## src/rtl/pad_seq_ctrl_pkg.sv

```systemverilog
// pad_seq_ctrl shared definitions: sequencer states,
// register map and pad configuration reset value.
package pad_seq_pkg;

  typedef enum logic [1:0] {
    ST_PULL   = 2'd0,
    ST_SETTLE = 2'd1,
    ST_ACTIVE = 2'd2,
    ST_TURN   = 2'd3
  } seq_state_e;

  localparam logic [1:0] A_DIR    = 2'd0;
  localparam logic [1:0] A_PADCFG = 2'd1;
  localparam logic [1:0] A_STATUS = 2'd2;
  localparam logic [1:0] A_CMD    = 2'd3;

  localparam logic [7:0] PADCFG_RST = 8'hf0;

endpackage

```

## src/rtl/pad_seq_ctrl_if.sv

```systemverilog
// Register bus between a core-side master and the
// pad sequencer: request/grant with a read-valid return.
interface pad_seq_ctrl_if;

  logic        cfg_req_i;
  logic        cfg_we_i;
  logic [1:0]  cfg_addr_i;
  logic [31:0] cfg_wdata_i;
  logic        cfg_gnt_o;
  logic        cfg_rvalid_o;
  logic [31:0] cfg_rdata_o;

  modport master (
    output cfg_req_i,
    output cfg_we_i,
    output cfg_addr_i,
    output cfg_wdata_i,
    input  cfg_gnt_o,
    input  cfg_rvalid_o,
    input  cfg_rdata_o
  );

  modport slave (
    input  cfg_req_i,
    input  cfg_we_i,
    input  cfg_addr_i,
    input  cfg_wdata_i,
    output cfg_gnt_o,
    output cfg_rvalid_o,
    output cfg_rdata_o
  );

endinterface

```

## src/rtl/pad_seq_ctrl_cnt.sv

```systemverilog
// Loadable 8-bit down-counter timing the PULL, SETTLE
// and TURN intervals of the pad sequencer.
module pad_seq_cnt #(
  parameter logic [7:0] RST_VAL = 8'd16
) (
  input  logic       clk_i,
  input  logic       rst_i,
  input  logic       i_load,
  input  logic [7:0] i_val,
  output logic       o_zero
);

  logic [7:0] r_cnt;

  always_ff @(posedge clk_i or posedge rst_i) begin
    if (rst_i) begin
      r_cnt <= RST_VAL;
    end else if (i_load) begin
      r_cnt <= i_val;
    end else if (r_cnt != 8'd0) begin
      r_cnt <= r_cnt - 8'd1;
    end
  end

  // high on the final cycle of a loaded interval
  assign o_zero = (r_cnt <= 8'd1);

endmodule

```

## src/rtl/pad_seq_ctrl.sv

```systemverilog
// Pad power-up sequencer: pull, settle, then active pad
// control with break-before-make on direction changes.
module pad_seq_ctrl
  import pad_seq_pkg::*;
#(
  parameter int PULL_CYCLES   = 16,
  parameter int SETTLE_CYCLES = 8,
  parameter int TURN_CYCLES   = 2
) (
  input  logic          clk_i,
  input  logic          rst_i,
  pad_seq_ctrl_if.slave cfg,
  input  logic [31:0]   gpio_out_i,
  output logic [31:0]   gpio_in_o,
  output logic [31:0]   dq,
  output logic [31:0]   enabq,
  output logic [31:0]   enq,
  input  logic [31:0]   outi,
  output logic [3:0]    ppen,
  output logic [3:0]    puq,
  output logic [3:0]    pwrup_pull_en,
  output logic [3:0]    pwrupzhl,
  output logic [1:0]    seq_state_o
);

  localparam logic [1:0] S_PULL   = ST_PULL;
  localparam logic [1:0] S_SETTLE = ST_SETTLE;
  localparam logic [1:0] S_ACTIVE = ST_ACTIVE;
  localparam logic [1:0] S_TURN   = ST_TURN;

  localparam logic [7:0] C_PULL   = 8'(PULL_CYCLES);
  localparam logic [7:0] C_SETTLE = 8'(SETTLE_CYCLES);
  localparam logic [7:0] C_TURN   = 8'(TURN_CYCLES);

  logic [1:0]  r_state;
  logic [31:0] r_dir;
  logic [31:0] r_dir_old;
  logic [7:0]  r_padcfg;
  logic        r_rvalid;
  logic [31:0] r_rdata;

  logic [1:0]  w_nstate;
  logic        w_load;
  logic [7:0]  w_lval;
  logic        w_zero;
  logic        w_gnt;
  logic        w_wr;
  logic        w_rd;
  logic        w_busy;
  logic        w_restart;
  logic        w_dir_wr;
  logic        w_dir_chg;
  logic [31:0] w_rdata;
  logic [31:0] w_enabq;
  logic [31:0] w_enq;
  logic [3:0]  w_pull;
  logic [3:0]  w_zhl;

  assign w_gnt  = cfg.cfg_req_i && (r_state != S_TURN);
  assign w_wr   = w_gnt && cfg.cfg_we_i;
  assign w_rd   = w_gnt && !cfg.cfg_we_i;
  assign w_busy = (r_state != S_ACTIVE);

  assign w_restart = w_wr && (cfg.cfg_addr_i == A_CMD)
                     && cfg.cfg_wdata_i[0];
  assign w_dir_wr  = w_wr && (cfg.cfg_addr_i == A_DIR);
  assign w_dir_chg = w_dir_wr && (r_state == S_ACTIVE)
                     && (cfg.cfg_wdata_i != r_dir);

  pad_seq_cnt #(
    .RST_VAL (C_PULL)
  ) u_cnt (
    .clk_i  (clk_i),
    .rst_i  (rst_i),
    .i_load (w_load),
    .i_val  (w_lval),
    .o_zero (w_zero)
  );

  always_comb begin
    w_nstate = r_state;
    w_load   = 1'b0;
    w_lval   = C_PULL;
    if (w_restart) begin
      w_nstate = S_PULL;
      w_load   = 1'b1;
      w_lval   = C_PULL;
    end else begin
      unique case (r_state)
        S_PULL: begin
          if (w_zero) begin
            w_nstate = S_SETTLE;
            w_load   = 1'b1;
            w_lval   = C_SETTLE;
          end
        end
        S_SETTLE: begin
          if (w_zero) w_nstate = S_ACTIVE;
        end
        S_ACTIVE: begin
          if (w_dir_chg) begin
            w_nstate = S_TURN;
            w_load   = 1'b1;
            w_lval   = C_TURN;
          end
        end
        default: begin
          if (w_zero) w_nstate = S_ACTIVE;
        end
      endcase
    end
  end

  always_ff @(posedge clk_i or posedge rst_i) begin
    if (rst_i) begin
      r_state <= S_PULL;
    end else begin
      r_state <= w_nstate;
    end
  end

  // r_dir takes the new value at once; r_dir_old feeds the TURN overlap
  always_ff @(posedge clk_i or posedge rst_i) begin
    if (rst_i) begin
      r_dir     <= '0;
      r_dir_old <= '0;
      r_padcfg  <= PADCFG_RST;
    end else begin
      if (w_dir_wr) begin
        r_dir     <= cfg.cfg_wdata_i;
        r_dir_old <= r_dir;
      end
      if (w_wr && (cfg.cfg_addr_i == A_PADCFG)) begin
        r_padcfg <= cfg.cfg_wdata_i[7:0];
      end
    end
  end

  always_comb begin
    w_rdata = '0;
    unique case (cfg.cfg_addr_i)
      A_DIR:    w_rdata = r_dir;
      A_PADCFG: w_rdata = {24'd0, r_padcfg};
      A_STATUS: w_rdata = {29'd0, w_busy, r_state};
      default:  w_rdata = '0;
    endcase
  end

  always_ff @(posedge clk_i or posedge rst_i) begin
    if (rst_i) begin
      r_rvalid <= 1'b0;
      r_rdata  <= '0;
    end else begin
      r_rvalid <= w_gnt;
      r_rdata  <= w_rd ? w_rdata : 32'd0;
    end
  end

  always_comb begin
    w_enabq = '0;
    w_enq   = '0;
    w_pull  = '0;
    w_zhl   = '0;
    unique case (r_state)
      S_PULL: begin
        w_pull = 4'hf;
        w_zhl  = 4'hf;
      end
      S_SETTLE: begin
        w_zhl = 4'hf;
        w_enq = ~r_dir;
      end
      S_ACTIVE: begin
        w_enabq = r_dir;
        w_enq   = ~r_dir;
      end
      default: begin
        w_enabq = r_dir_old & r_dir;
        w_enq   = ~r_dir_old & ~r_dir;
      end
    endcase
  end

  assign cfg.cfg_gnt_o    = w_gnt;
  assign cfg.cfg_rvalid_o = r_rvalid;
  assign cfg.cfg_rdata_o  = r_rdata;

  assign enabq         = w_enabq;
  assign enq           = w_enq;
  assign dq            = ~(gpio_out_i & w_enabq);
  assign gpio_in_o     = outi & w_enq;
  assign pwrup_pull_en = w_pull;
  assign pwrupzhl      = w_zhl;
  assign ppen          = r_padcfg[3:0];
  assign puq           = r_padcfg[7:4];
  assign seq_state_o   = r_state;

endmodule

```

## src/flat_wrapper.sv

```systemverilog
// flat-port wrapper written by rule: the top's interface ports become plain ports
module pad_seq_ctrl_flat import pad_seq_pkg::*;
#(
  parameter int PULL_CYCLES   = 16,
  parameter int SETTLE_CYCLES = 8,
  parameter int TURN_CYCLES   = 2
)
  (clk_i, rst_i, gpio_out_i, gpio_in_o, dq, enabq, enq, outi, ppen, puq, pwrup_pull_en, pwrupzhl, seq_state_o, cfg_cfg_req_i, cfg_cfg_we_i, cfg_cfg_addr_i, cfg_cfg_wdata_i, cfg_cfg_gnt_o, cfg_cfg_rvalid_o, cfg_cfg_rdata_o);
  pad_seq_ctrl_if cfg_i ();
  input  logic clk_i;
  input  logic rst_i;
  input  logic [31:0] gpio_out_i;
  output logic [31:0] gpio_in_o;
  output logic [31:0] dq;
  output logic [31:0] enabq;
  output logic [31:0] enq;
  input  logic [31:0] outi;
  output logic [3:0] ppen;
  output logic [3:0] puq;
  output logic [3:0] pwrup_pull_en;
  output logic [3:0] pwrupzhl;
  output logic [1:0] seq_state_o;
  input wire logic [$bits(cfg_i.cfg_req_i)-1:0] cfg_cfg_req_i;
  input wire logic [$bits(cfg_i.cfg_we_i)-1:0] cfg_cfg_we_i;
  input wire logic [$bits(cfg_i.cfg_addr_i)-1:0] cfg_cfg_addr_i;
  input wire logic [$bits(cfg_i.cfg_wdata_i)-1:0] cfg_cfg_wdata_i;
  output wire logic [$bits(cfg_i.cfg_gnt_o)-1:0] cfg_cfg_gnt_o;
  output wire logic [$bits(cfg_i.cfg_rvalid_o)-1:0] cfg_cfg_rvalid_o;
  output wire logic [$bits(cfg_i.cfg_rdata_o)-1:0] cfg_cfg_rdata_o;
  assign cfg_i.cfg_req_i = cfg_cfg_req_i;
  assign cfg_i.cfg_we_i = cfg_cfg_we_i;
  assign cfg_i.cfg_addr_i = cfg_cfg_addr_i;
  assign cfg_i.cfg_wdata_i = cfg_cfg_wdata_i;
  assign cfg_cfg_gnt_o = cfg_i.cfg_gnt_o;
  assign cfg_cfg_rvalid_o = cfg_i.cfg_rvalid_o;
  assign cfg_cfg_rdata_o = cfg_i.cfg_rdata_o;
  pad_seq_ctrl #(.PULL_CYCLES(PULL_CYCLES), .SETTLE_CYCLES(SETTLE_CYCLES), .TURN_CYCLES(TURN_CYCLES)) u_core (.clk_i(clk_i), .rst_i(rst_i), .cfg(cfg_i), .gpio_out_i(gpio_out_i), .gpio_in_o(gpio_in_o), .dq(dq), .enabq(enabq), .enq(enq), .outi(outi), .ppen(ppen), .puq(puq), .pwrup_pull_en(pwrup_pull_en), .pwrupzhl(pwrupzhl), .seq_state_o(seq_state_o));
endmodule
```

## config.mk

```make
export PLATFORM = sky130hd
export DESIGN_NAME = pad_seq_ctrl_flat
export DESIGN_NICKNAME = d
export VERILOG_FILES = /design/src/rtl/pad_seq_ctrl_pkg.sv /design/src/rtl/pad_seq_ctrl_if.sv /design/src/rtl/pad_seq_ctrl_cnt.sv /design/src/rtl/pad_seq_ctrl.sv /design/src/flat_wrapper.sv
export SDC_FILE = /design/constraint.sdc
export NUM_CORES = 1
export LEC_CHECK = 0
export CORE_MARGIN = 5
export CORE_UTILIZATION = 35
export CTS_BUF_LIST = sky130_fd_sc_hd__clkbuf_2 sky130_fd_sc_hd__clkbuf_4 sky130_fd_sc_hd__clkbuf_8
export CTS_CLUSTER_DIAMETER = 150
export DETAILED_ROUTE_END_ITERATION = 10
export MAX_ROUTING_LAYER = met4
export PLACE_DENSITY = 0.78
export SETUP_SLACK_MARGIN = 0.3
export SYNTH_ARGS = -nofsm -noshare
export SYNTH_HDL_FRONTEND = slang
export SYNTH_SLANG_ARGS = --single-unit
```

## constraint.sdc

```tcl
create_clock -name clk_i -period 3.55 [get_ports clk_i]
set_input_delay 0.355 -clock clk_i [delete_from_list [all_inputs] [get_ports clk_i]]
set_output_delay 0.355 -clock clk_i [all_outputs]
set_load 0.05 [all_outputs]
```

==> qor.csv, run 1 <==
metric,value,unit
cp_max_fo,32,
rows,48,
syn-num-nets,683,
port-buffer-count,281,
antenna_found_initial,0,
viasPerCell,4.75,
syn_to_final_growth,62.5,%
drt_pass1_iterations,4,
startpoint_type,flip-flop,
clock_path_buffers,2,
reg2reg_from,u_core.seq_state_o[0],
drive_above_1_share,0.182,
layout_common_cells,"clkdlybuf4s50_1 (193), dfrtp_1 (110), dlymetal6s2s_1 (81)",
drc,0,
end_kind,primary output,
finalSetupViolations,0,
clock_latency,0.43,ns
globalRoute.totalOverflow,0,
io_pins,282,
globalplace.congestion,0.850,
cp_cell_sequence,"inv_1, ha_1, nand2b_4, a21oi_1, clkdlybuf4s50_1",
path_buf_inv,2,
clkTransAtPathRegs,0.07,ns
grt_max_degree,46,
synthCells,574,
die_w,141,um
critPathSlowestCell,clkdlybuf4s50_1,
power_frac_seq,0.234,
fin_tns_setup,0,ns
antenna_cells,0,
max_slew_margin,0.378,
worst_pin_slew,0.932,ns
multi_input_area,0.00306,mm2
finClkSkew,0.0113,ns
clock-sinks,115,
wl_per_cell,17.3,um
htree_num_levels,4,
worstReg2RegEnd,u_core.r_padcfg[0],
fill_cells,1494,
crit_type,reg -> out,
ys_types,41,
grt_pass1_vias,5507,
initial_utilization,0.352,
layout_commonest_cell,clkdlybuf4s50_1,
arrival,2.73,ns
core,0.0171,mm2
synth_warnings,0,
numCtsBuffers,17,
status,completed,
rsz0062_at_grt,false,
async_flop_share,1.00,
critPathRequiredTime,3.19,ns
vdd_drop_max,0.000498,V
ys_seq_area_frac,0.479,
hold_path.class,in -> async,
track_usage,0.195,
p_int,4530,uW
r2r_cells,6,
postRouteAntennaNets,0,
comb_power_share,0.625,
p_sw_frac,0.512,
seqCellArea,0.00288,mm2
finish.net_count,961,
synth-edff-count,0,
synthFlopType,dfrtp_1,
powerDensity,948,mW/mm2
fin_crit,3.08,ns
drt-initial-drc-count,161,
cp_top_family,buffers and inverters,
place_hpwl,14.3,mm
die_area,0.0199,mm2
syn_area_per_cell,10.5,um2
dr_total_vias,5174,
whs,0.469,ns
ys_seq_elements,115,
root_buffer,clkbuf_8,
period_share,0.869,
final_hold_viol_count,0,
leakagePower,0.00498,uW
rrSetupSlack,1.01,ns
drv_slew,0,
drv_cap,0,
grt_pass1_wl,29.6,mm
synth_area,0.00602,mm2
p_sw,4750,uW
cts_tree,done,
die_h,141,um
postRouteWirelength,18.8,mm
clkPwrFrac,0.141,
crit_path_max_incr_delay,0.85,ns
clock.fmax,324,MHz
power groups by stage:
| stage | Combinational (uW) | Clock, uW | Sequential (uW) |
|---|---|---|---|
| detailed placement | 5870 | 0 | 2190 |
| finish | 5800 | 1310 | 2170 |
| global route | 6100 | 1400 | 2250 |
| global placement | 5820 | 0 | 2160 |
| floorplan | 3850 | 0 | 2280 |
| CTS | 5890 | 1340 | 2170 |
state kept, by name, summed over array words and instances (netlist names):
name / cells
u_core.seq_state_o: 2
u_core.cfg.cfg_rdata_o: 32
u_core.r_dir: 32
u_core.u_cnt.r_cnt: 8
u_core.r_dir_old: 32
u_core.r_padcfg: 8
u_core.cfg.cfg_rvalid_o: 1
timing repair:
item	in CTS	in global routing
setup buffers	0	0
resized for setup	9	81
hold endpoints to repair	0	0
cloned	0	0
endpoints found under the setup margin	108	81
hold buffers	0	0
worst reg2reg max path: stages (launching register included):
cell,delay (ns)
dfrtp_1,0.44
ha_2,0.28
nand2b_1,0.24
inv_2,0.14
and3_1,0.20
nor2b_1,0.72
mux2_2,0.41
layer usage:
layer / part of all wire / up-vias / GRT usage / wire length, um
li1: - / 2487 / - / -
met1: 0.42 / 2499 / 0.235 / 7890
met2: 0.51 / 168 / 0.330 / 9570
met3: 0.059 / 20 / 0.0427 / 1100
met4: 0.012 / 0 / 0.0556 / 234
met5: 0 / - / - / 0
cell type report:
type	count	share of cell area
Inverter	7	0.00307
Tap cell	225	0.0288
Timing Repair Buffer	291	0.317
Multi-Input combinational cell	420	0.312
Sequential cell	115	0.295
Clock inverter	9	0.0129
Clock buffer	23	0.0311
synthesized netlist by cell type (2+ instances only):
library cell | count | area, um2
dfrtp_1 | 110 | 2750
mux2_2 | 73 | 822
nand2_1 | 72 | 270
and2_1 | 55 | 344
a21oi_1 | 38 | 190
nand2b_1 | 35 | 219
xor2_1 | 33 | 289
a21boi_0 | 32 | 240
nor2_1 | 18 | 67.6
buf_4 | 12 | 90.1
buf_2 | 11 | 55.1
mux2i_1 | 10 | 100
clkbuf_1 | 9 | 33.8
nor4_1 | 8 | 50.1
ha_1 | 7 | 87.6
inv_1 | 6 | 22.5
nor3_1 | 6 | 30.0
dfstp_2 | 5 | 131
nand3_1 | 4 | 20.0
nand4_1 | 3 | 18.8
nor2b_1 | 3 | 18.8
o21ai_0 | 3 | 15.0
and3_1 | 2 | 12.5
or3_1 | 2 | 12.5
through the flow:
stage | total power (uW) | util | std cells | worst slack (ns) | instance area [um2]
2_1_floorplan | 6130 | - | 574 | 0.274 | 6120
3_3_place_gp | 7990 | 0.535 | 1058 | 0.605 | 9160
3_5_place_dp | 8060 | 0.535 | 1058 | 0.535 | 9160
4_1_cts | 9400 | 0.560 | 1090 | 0.299 | 9590
5_1_grt | 9750 | 0.572 | 1090 | 0.266 | 9790
6_report | 9280 | 0.572 | 1090 | 0.466 | 9790
worst max-delay path by stage:
stage	from	endpoint	slack [ns]	depth (start not counted)
5_1_grt	u_core.seq_state_o[0]	enq[22]	0.27	5
6_report	u_core.seq_state_o[0]	enq[22]	0.47	5
2_1_floorplan	u_core.seq_state_o[1]	dq[10]	0.27	7
4_1_cts	u_core.seq_state_o[0]	gpio_in_o[26]	0.30	6
3_5_place_dp	u_core.seq_state_o[0]	gpio_in_o[26]	0.54	6
3_3_place_gp	u_core.seq_state_o[0]	gpio_in_o[18]	0.60	5
cell families after synthesis:
family | count (synthesis) | share of synthesized area
AOI/OAI and AO/OA | 80 | 0.0831
muxes | 83 | 0.153
adders and majority gates | 7 | 0.0145
and+or+nand+nor | 216 | 0.187
xor gates and xnor gates | 34 | 0.0494
DFF | 115 | 0.479
buffers and inverters | 39 | 0.0341
No activity file was read; power rests on OpenSTA's default activity.
==> inputs of run 2 (changes only) <==
CTS_CLUSTER_SIZE = 25   (was not set)
==> results of run 2 <==
Final layout, timing and power as in run 1 (identical DEF).
